[config.mk]
export PLATFORM = sky130hd
export DESIGN_NAME = dmem_req_ctrl
export DESIGN_NICKNAME = d
export VERILOG_FILES = /design/src/rtl/dmem_req_ctrl.sv
export SDC_FILE = /design/constraint.sdc
export NUM_CORES = 1
export LEC_CHECK = 0
export ABC_AREA = 1
export BUFFER_PORTS_ARGS = -buffer_cell sky130_fd_sc_hd__buf_2
export CAP_MARGIN = 20
export CORE_AREA = 8 8 352 354
export CTS_CLUSTER_SIZE = 40
export DETAILED_ROUTE_END_ITERATION = 10
export DIE_AREA = 0 0 360 362
export PLACE_DENSITY = 0.56
export SETUP_SLACK_MARGIN = 0.5
export SLEW_MARGIN = 20
export SYNTH_ARGS = -nofsm -noshare
export SYNTH_HDL_FRONTEND = slang
export SYNTH_SLANG_ARGS = --single-unit
[constraint.sdc]
create_clock -name i_clk -period 9 [get_ports i_clk]
set_clock_uncertainty 0.05 [all_clocks]
set_input_delay 2.7 -clock i_clk [delete_from_list [all_inputs] [get_ports i_clk]]
set_output_delay 2.7 -clock i_clk [all_outputs]
set_load 0.05 [all_outputs]
[src/rtl/dmem_req_ctrl.sv]
// rtl/dmem_req_ctrl.sv - data-cache memory request controller: line refills, store write buffer, refill/store hazard
module dmem_req_ctrl #(
  parameter int DATA_WIDTH       = 64,
  parameter int ADDR_WIDTH       = 64,
  parameter int CACHE_LINE_WIDTH = 256,
  parameter int LINE_OFFSET_BITS = 5,
  parameter int WBUF_DEPTH       = 4
) (
  input  logic                        i_clk,
  input  logic                        i_rst_n,
  input  logic                        i_refill_req,
  input  logic [ADDR_WIDTH-1:0]       i_refill_addr,
  output logic                        o_refill_done,
  output logic [CACHE_LINE_WIDTH-1:0] o_refill_line,
  input  logic                        i_store_valid,
  input  logic [ADDR_WIDTH-1:0]       i_store_addr,
  input  logic [DATA_WIDTH-1:0]       i_store_data,
  input  logic [7:0]                  i_store_strobe,
  output logic                        o_store_ready,
  output logic                        o_wbuf_empty,
  output logic [ADDR_WIDTH-1:0]       o_mem_read_address,
  output logic                        o_mem_read_req,
  input  logic                        i_mem_read_done,
  input  logic [CACHE_LINE_WIDTH-1:0] i_cache_line,
  output logic                        o_mem_write_valid,
  output logic [DATA_WIDTH-1:0]       o_mem_write_data,
  output logic [ADDR_WIDTH-1:0]       o_mem_write_address,
  output logic [7:0]                  o_write_strobe,
  input  logic                        i_mem_write_done
);

  localparam int PTR_W = $clog2(WBUF_DEPTH);

  typedef enum logic [1:0] {S_IDLE, S_READ, S_WRITE, S_RESP} state_t;

  state_t                      r_state;
  state_t                      w_next;
  logic [ADDR_WIDTH-1:0]       r_wb_addr [WBUF_DEPTH];
  logic [DATA_WIDTH-1:0]       r_wb_data [WBUF_DEPTH];
  logic [7:0]                  r_wb_strb [WBUF_DEPTH];
  logic [PTR_W-1:0]            r_wr_ptr;
  logic [PTR_W-1:0]            r_rd_ptr;
  logic [PTR_W:0]              r_count;
  logic [ADDR_WIDTH-1:0]       r_read_addr;
  logic [CACHE_LINE_WIDTH-1:0] r_refill_line;
  logic                        w_push;
  logic                        w_pop;
  logic                        w_hazard;
  logic [PTR_W-1:0]            w_off;

  assign o_store_ready = (r_count != (PTR_W+1)'(WBUF_DEPTH));
  assign w_push        = i_store_valid && o_store_ready;
  assign w_pop         = (r_state == S_WRITE) && i_mem_write_done;

  always_ff @(posedge i_clk) begin
    if (w_push) begin
      r_wb_addr[r_wr_ptr] <= i_store_addr;
      r_wb_data[r_wr_ptr] <= i_store_data;
      r_wb_strb[r_wr_ptr] <= i_store_strobe;
    end
  end

  always_ff @(posedge i_clk or negedge i_rst_n) begin
    if (!i_rst_n) begin
      r_wr_ptr <= '0;
      r_rd_ptr <= '0;
      r_count  <= '0;
    end else begin
      if (w_push) r_wr_ptr <= r_wr_ptr + PTR_W'(1);
      if (w_pop)  r_rd_ptr <= r_rd_ptr + PTR_W'(1);
      case ({w_push, w_pop})
        2'b10:   r_count <= r_count + (PTR_W+1)'(1);
        2'b01:   r_count <= r_count - (PTR_W+1)'(1);
        default: r_count <= r_count;
      endcase
    end
  end

  // An entry is live when its distance from the head is below the count; the head stays live while its write is in flight.
  always_comb begin
    w_hazard = 1'b0;
    w_off    = '0;
    for (int i = 0; i < WBUF_DEPTH; i++) begin
      w_off = PTR_W'(i) - r_rd_ptr;
      if (({1'b0, w_off} < r_count) &&
          (r_wb_addr[i][ADDR_WIDTH-1:LINE_OFFSET_BITS] == i_refill_addr[ADDR_WIDTH-1:LINE_OFFSET_BITS]))
        w_hazard = 1'b1;
    end
  end

  always_ff @(posedge i_clk or negedge i_rst_n) begin
    if (!i_rst_n) r_state <= S_IDLE;
    else          r_state <= w_next;
  end

  always_comb begin
    w_next = r_state;
    case (r_state)
      S_IDLE: begin
        if (i_refill_req && !w_hazard) w_next = S_READ;
        else if (r_count != '0)        w_next = S_WRITE;
      end
      S_READ:  if (i_mem_read_done)  w_next = S_RESP;
      S_RESP:  w_next = S_IDLE;
      S_WRITE: if (i_mem_write_done) w_next = S_IDLE;
      default: w_next = S_IDLE;
    endcase
  end

  always_ff @(posedge i_clk or negedge i_rst_n) begin
    if (!i_rst_n) begin
      r_read_addr   <= '0;
      r_refill_line <= '0;
    end else begin
      if (r_state == S_IDLE && w_next == S_READ)
        r_read_addr <= {i_refill_addr[ADDR_WIDTH-1:LINE_OFFSET_BITS], {LINE_OFFSET_BITS{1'b0}}};
      if (r_state == S_READ && i_mem_read_done)
        r_refill_line <= i_cache_line;
    end
  end

  always_comb begin
    o_mem_read_req      = (r_state == S_READ);
    o_mem_read_address  = r_read_addr;
    o_refill_done       = (r_state == S_RESP);
    o_refill_line       = r_refill_line;
    o_wbuf_empty        = (r_count == '0) && (r_state != S_WRITE);
    o_mem_write_valid   = 1'b0;
    o_mem_write_data    = '0;
    o_mem_write_address = '0;
    o_write_strobe      = '0;
    if (r_state == S_WRITE) begin
      o_mem_write_valid   = 1'b1;
      o_mem_write_data    = r_wb_data[r_rd_ptr];
      o_mem_write_address = r_wb_addr[r_rd_ptr];
      o_write_strobe      = r_wb_strb[r_rd_ptr];
    end
  end

endmodule
==> results.md, run 1 <==
* CTS tree: done
* Cell with the most instances after synthesis: nand2_1
* Leading post-synthesis cells by cell area: edfxtp_1 45%, dfrtp_1 22%, mux2_2 7.9%, nand2_1 6.1%, nand3_1 2.8%
* Max cap viols at 0
* Final core occ at 38.7%
* Post-DP Area at 0.0426 mm^2
* Post-Synth Adder-Cell Area at 0.364%
* Post-route cell area at 0.0459 mm^2
* Peak Freq at 0.145 GHz
* Largest net degree at the start of global routing at 167
* Per-cell routed wire length at 29.4 um
* Number of remaining DRC errors at 0
* # Post-CTS Setup Buffers at 0
* Synth top area share at 44.8%
* Hold Path Class: register to register
* Worst-path cell chain: clkinv_2, nand2_2, buf_4, o22ai_1, a221oi_1, nor2_1, buf_2
* Drt pass-1 iters at 7
* Final setup violation count at 0
* Post-synthesis mux area share at 7.91%
* Hold Worst Slack at around 410 ps
* Status: finished, final reports clean
* Hold Buf Count CTS at 0
* Post-synthesis xor/xnor area fraction at 2.48%
* Cells after Synth at 3003
* Worst path max stage delay at 770 ps
* Worst skew pair latency at 700 ps
* Main combinational cell family by area after synthesis: simple AND/OR/NAND/NOR gates
* Final hold violation count at 0
* Min cycle time layout at 6910 ps
* Fraction of layout cells with a size suffix above 1 at between 30% and 40%
* Congestion Overflow GR at 0
* Peak VDD IR at between 0.2 and 0.25 mV
* EDFF count, synth at 544
* Max transition margin at 21.7%
* Vias in the first global route at 26.7k
* Clock sink total at 868
* Most frequent cells after synthesis: 592 x nand2_1, 544 x edfxtp_1, 324 x dfrtp_1
* Root Driver: clkbuf_16
* Fin worst setup slack at ~2100 ps
* Initial antenna violation count at 79
* Slowest stage cell on the critical path: nand2_2
* Synth Area per Inst at about 12 um^2
* Worst Max-Slew Pin Slew at 1170 ps
* Required @ worst endpoint at 6250 ps
* Worst-path maximum fanout at 31
* RSZ-0062 raised after global routing: false
* Detail Placement HPWL at between 100000 and 150000 um
* Gr usage total at 23.8%
* Routability cong. at just under 1
* Core area at around 0.12 mm^2
* Pleak at 19.9 nW
* Clk buf depth at 3
* Post-DR vias/cell at 4.98
* Die H at 362 um
* Primary FF master, synth: edfxtp_1
* Simple-Gate Fraction of Synth Area at 12.2%
* Critical path arrival at 4160 ps
* Final WL at about 160000 um
* H-Tree Level Count at 3
* Synthesized area at about 0.036 mm^2
* Max-slew violation count at 0
* Flops & latches, synth at slightly below 900
* Tcrit/Tclk final at about three quarters
* # IOs at 923
* Starting DRT DRC Count at 2443
* Sequential area share after synthesis at 67.1%
* Async SR Flop Fraction at 37.3%
* Yosys warnings at 0
* Clock transition at path regs at 60 ps
* Synth Area in Compound Gates at 5.58%
* Worst slack, placed at 2690 ps
* CP endpoint kind: primary output
* Starting density of the core at 30.7%
* P per Cell Area at 416 mW/mm^2
* Number of cell rows at about 130
* Num CTS Buffers at 100
* Fillers at 11.6k
* Die Area at 0.130 mm^2
* Final ANT Viol Nets at 0
* Area Growth Syn to Fin at 26.0%
* Cell taking the most area after synthesis: edfxtp_1
* Setup TNS at 0 ps
* First-pass GRT wire length at ~220000 um
* Cts repair resizes at 0
* DR vias at roughly 27k
* Netlist cell types at 28
* IO buf count at roughly 900
* Setup Crit Path Kind: register to primary output
* Worst setup SP type: register
* Chip width at about 360 um
* Nets@finish at 4341
==> sequential cells by signal, summed over array words and instances, names as in the netlist <==
register	flops
o_refill_line	256
r_state	2
o_mem_read_address	59
r_wb_strb	32
r_wb_addr	256
r_wb_data	256
r_rd_ptr	2
r_wr_ptr	2
r_count	3
==> layout by cell type (no fill, tap or decap), types with 83 or more instances in the layout <==
| cell | n |
|---|---|
| buf_2 | 911 |
| nand2_1 | 589 |
| edfxtp_1 | 544 |
| dfrtp_1 | 322 |
| mux2_2 | 256 |
| inv_1 | 210 |
| nand3_1 | 207 |
| nor2_1 | 203 |
| clkbuf_16 | 102 |
| a22oi_1 | 83 |
| a31oi_1 | 83 |
==> logic make-up (layout without fill, tap and decap cells) <==
family          count (synthesis)  count (layout)
flops                         868             868
fa+ha+maj                      10              10
other cells                     1              26
compound gates                298             298
simple gates                 1070            1070
buf+inv                       397            1339
xor+xnor                      103             103
mux                           256             256
==> metal layers <==
metal | vias to the layer above | track usage [%] | wire [um]
met2 | 1276 | 41.7 | 80800
met1 | 13613 | 26.9 | 58800
met4 | 42 | 9.81 | 8120
met5 | - | 0 | 239
met3 | 277 | 7.43 | 14500
li1 | 12250 | - | -
==> worst max-delay path: cells and delay by family, from the launching register on <==
family	cells	cell delay (ps)
DFF	1	460
and+or+nand+nor	2	840
buffers and inverters	3	1440
AOI/OAI and AO/OA	2	670
==> where the power goes <==
group	internal, mW	switching (mW)
clock	2.32	1.70
combinational	1.98	7.06
sequential	5.54	0.523
==> worst paths after layout <==
check	startpoint	endpoint	slack (ps)	cells past startpoint
min reg2reg	o_mem_read_address[15]	o_mem_read_address[15]	410	2
min	o_mem_read_address[15]	o_mem_read_address[15]	410	2
max	r_rd_ptr[0]	o_mem_write_address[42]	2090	7
min in group asynchronous	i_rst_n	o_refill_line[242]	1950	1
max in group asynchronous	i_rst_n	o_mem_read_address[56]	5210	3
max reg2reg	r_rd_ptr[1]	o_mem_read_address[9]	4510	15
==> metrics by stage <==
| step | cells | total power [mW] |
|---|---|---|
| finish | 5518 | 19.1 |
| global route | 5501 | 19.8 |
| CTS | 5496 | 19.4 |
| detailed placement | 5314 | 15.3 |
| global placement | 5314 | 15.2 |
| floorplan | 3007 | 12.1 |
==> layout make-up <==
class | count | area, um^2 | share of cell area [%]
Multi-Input combinational cell | 1742 | 10500 | 22.8
Tap cell | 1548 | 1940 | 4.22
Antenna cell | 21 | 52.6 | 0.114
Clock inverter | 38 | 429 | 0.935
Sequential cell | 868 | 24500 | 53.2
Timing Repair Buffer | 944 | 4950 | 10.8
Clock buffer | 144 | 2830 | 6.16
Inverter | 213 | 805 | 1.75
(Power assumes the default switching activity.)
==> run 2: changes to the inputs <==
--- a/config.mk
+++ b/config.mk
@@ -8,11 +8,11 @@
 export ABC_AREA = 1
 export BUFFER_PORTS_ARGS = -buffer_cell sky130_fd_sc_hd__buf_2
 export CAP_MARGIN = 20
-export CORE_AREA = 8 8 352 354
+export CORE_AREA = 8 8 348 350
 export CTS_CLUSTER_SIZE = 40
 export DETAILED_ROUTE_END_ITERATION = 10
-export DIE_AREA = 0 0 360 362
-export PLACE_DENSITY = 0.56
+export DIE_AREA = 0 0 356 358
+export PLACE_DENSITY = 0.59
 export SETUP_SLACK_MARGIN = 0.5
 export SLEW_MARGIN = 20
 export SYNTH_ARGS = -nofsm -noshare
==> constraint.sdc (replaced) <==
create_clock -name i_clk -period 6.2 [get_ports i_clk]
set_clock_uncertainty 0.05 [all_clocks]
set_input_delay 1.86 -clock i_clk [delete_from_list [all_inputs] [get_ports i_clk]]
set_output_delay 1.86 -clock i_clk [all_outputs]
set_load 0.05 [all_outputs]
==> results.md, run 2 (same netlist as run 1, synthesis figures left out) <==
* Worst skew pair latency at about 700 ps
* Critical path arrival at 3400 ps
* H-Tree Level Count at 3
* Initial antenna violation count at 90
* Worst path max stage delay at approximately 630 ps
* Overall power at 28.3 mW
* Hold Buf Count CTS at 0
* Worst-path cell chain: buf_4, nor2_4, buf_12, a22oi_1, a31oi_1, buf_2
* Post-DR vias/cell at 5.05
* Final core occ at 40.1%
* Min cycle time layout at 5310 ps
* Die Area at 0.127 mm^2
* Area Growth Syn to Fin at 27.1%
* Final ANT Viol Nets at 0
* Sw frac at 48.3%
* Final WL at 169000 um
* Vias in the first global route at 27.4k
* Number of remaining DRC errors at 0
* Routability cong. at 0.929
* Number of cell rows at roughly 130
* IO buf count at 912
* Final hold violation count at 0
* Root Driver: clkbuf_16
* Clock network fraction of design power at 21.6%
* Peak VDD IR at between 0.3 and 0.4 mV
* Commonest non-fill, non-tap cell in the layout: buf_2
* Final setup violation count at 0
* Cts repair resizes at 0
* Clk buf depth at 3
* Slowest stage cell on the critical path: dfrtp_4
* Chip width at 356 um
* Post-DP Area at 0.0428 mm^2
* CP endpoint kind: primary output
* Fraction of layout cells with a size suffix above 1 at 35.0%
* Clock sink total at 868
* Setup Crit Path Kind: register to primary output
* Congestion Overflow GR at 0
* Most frequent cells in the layout: 911 x buf_2, 590 x nand2_1, 544 x edfxtp_1
* Critical Path Stages at 6
* CP delay by family, top: buffers and inverters
* Register share of total power at 31.4%
* Hold Path Class: register to register
* R2R depth at 18
* Detail Placement HPWL at roughly 130000 um
* Nets@finish at approximately 4.4k
* Tcrit/Tclk final at 85.6%
* Die H at 358 um
* # IOs at 923
* P per Cell Area at 610 mW/mm^2
* Starting DRT DRC Count at 2600
* Switching power at roughly 14 mW
* # Post-CTS Setup Buffers at 0
* Max cap viols at 0
* Drt pass-1 iters at 5
* Gr usage total at between 20 and 30%
* Max-slew violation count at 0
* Starting density of the core at around a third
* Status: finished, final reports clean
* Setup TNS at 0 ps
* RSZ-0062 raised after global routing: false
* Required @ worst endpoint at 4290 ps
* Num CTS Buffers at 99
* Worst setup SP type: register
* DR vias at 28.0k
* Core area at 0.115 mm^2
* Per-cell routed wire length at 30.6 um
* Largest net degree at the start of global routing at 131
* Clock transition at path regs at ~60 ps
* Worst-path maximum fanout at 64
* CP bufs+invs at 3
* Worst Max-Slew Pin Slew at about 1100 ps
* P_int at 14.6 mW
* Peak Freq at 0.188 GHz
* Max transition margin at 27.3%
* Worst hold path stage count at 2
* Post-route cell area at between 0.04 and 0.05 mm^2
* First-pass GRT wire length at between 200000 and 250000 um
* CTS tree: done
* Comb pwr share at 47.0%
* Pleak at 20.1 nW
run 2: cell types whose count changed in the layout (fill, tap and decap cells not counted), sizes merged, moves of 5 or more:
| cell | delta |
|---|---|
| clkinvlp | +7 |
| buf | +27 |
| clkinv | -5 |
| diode | +15 |
| clkbuf | -6 |
| bufinv | +8 |
run 2: through the flow:
step	std cells	setup slack (ps)	hold slack [ps]
floorplan	3007	55.7	400
finish	5538	890	418
detailed placement	5318	1660	405
global placement	5318	1630	399
global route	5517	817	430
CTS	5502	878	419
run 2: power by group through the flow:
stage / clock [mW] / combinational (mW) / sequential [mW]
2_1_floorplan: 0 / 4.88 / 12.6
3_3_place_gp: 0 / 13.4 / 8.87
3_5_place_dp: 0 / 13.4 / 8.94
4_1_cts: 6.23 / 13.5 / 8.85
5_1_grt: 6.43 / 13.7 / 9.04
6_report: 6.10 / 13.3 / 8.86
run 2: per-layer routing:
metal / share of wire (%) / GRT usage, % / wire length [um]
met1: 35 / 27.3 / 58500
met2: 49 / 43.7 / 83600
met3: 9.6 / 8.67 / 16300
met4: 6.4 / 13.7 / 10800
met5: 0.18 / 0 / 302
run 2: layout make-up:
type / count / area, um^2
Multi-Input combinational cell: 1742 / 10500
Fill cell: 11147 / 69100
Clock inverter: 46 / 646
Timing Repair Buffer: 971 / 5220
Tap cell: 1524 / 1910
Sequential cell: 868 / 24500
Clock buffer: 138 / 2740
Antenna cell: 36 / 90.1
Inverter: 213 / 803
run 2: worst paths after layout:
path / endpoint / slack (ps) / from
max in group asynchronous: o_refill_line[7] / 3800 / i_rst_n
worst min-delay path: o_mem_read_address[19] / 420 / o_mem_read_address[19]
worst min register to register: o_mem_read_address[19] / 420 / o_mem_read_address[19]
worst max register to register: o_mem_read_address[46] / 2210 / r_rd_ptr[0]
worst max-delay path: o_mem_write_address[38] / 890 / r_rd_ptr[0]
min in group asynchronous: o_refill_line[247] / 1120 / i_rst_n
run 2: worst min-delay path: stages, from the launching register on:
cell and delay, ps:
dfrtp_1 340, nand2_1 50, nand2_1 50
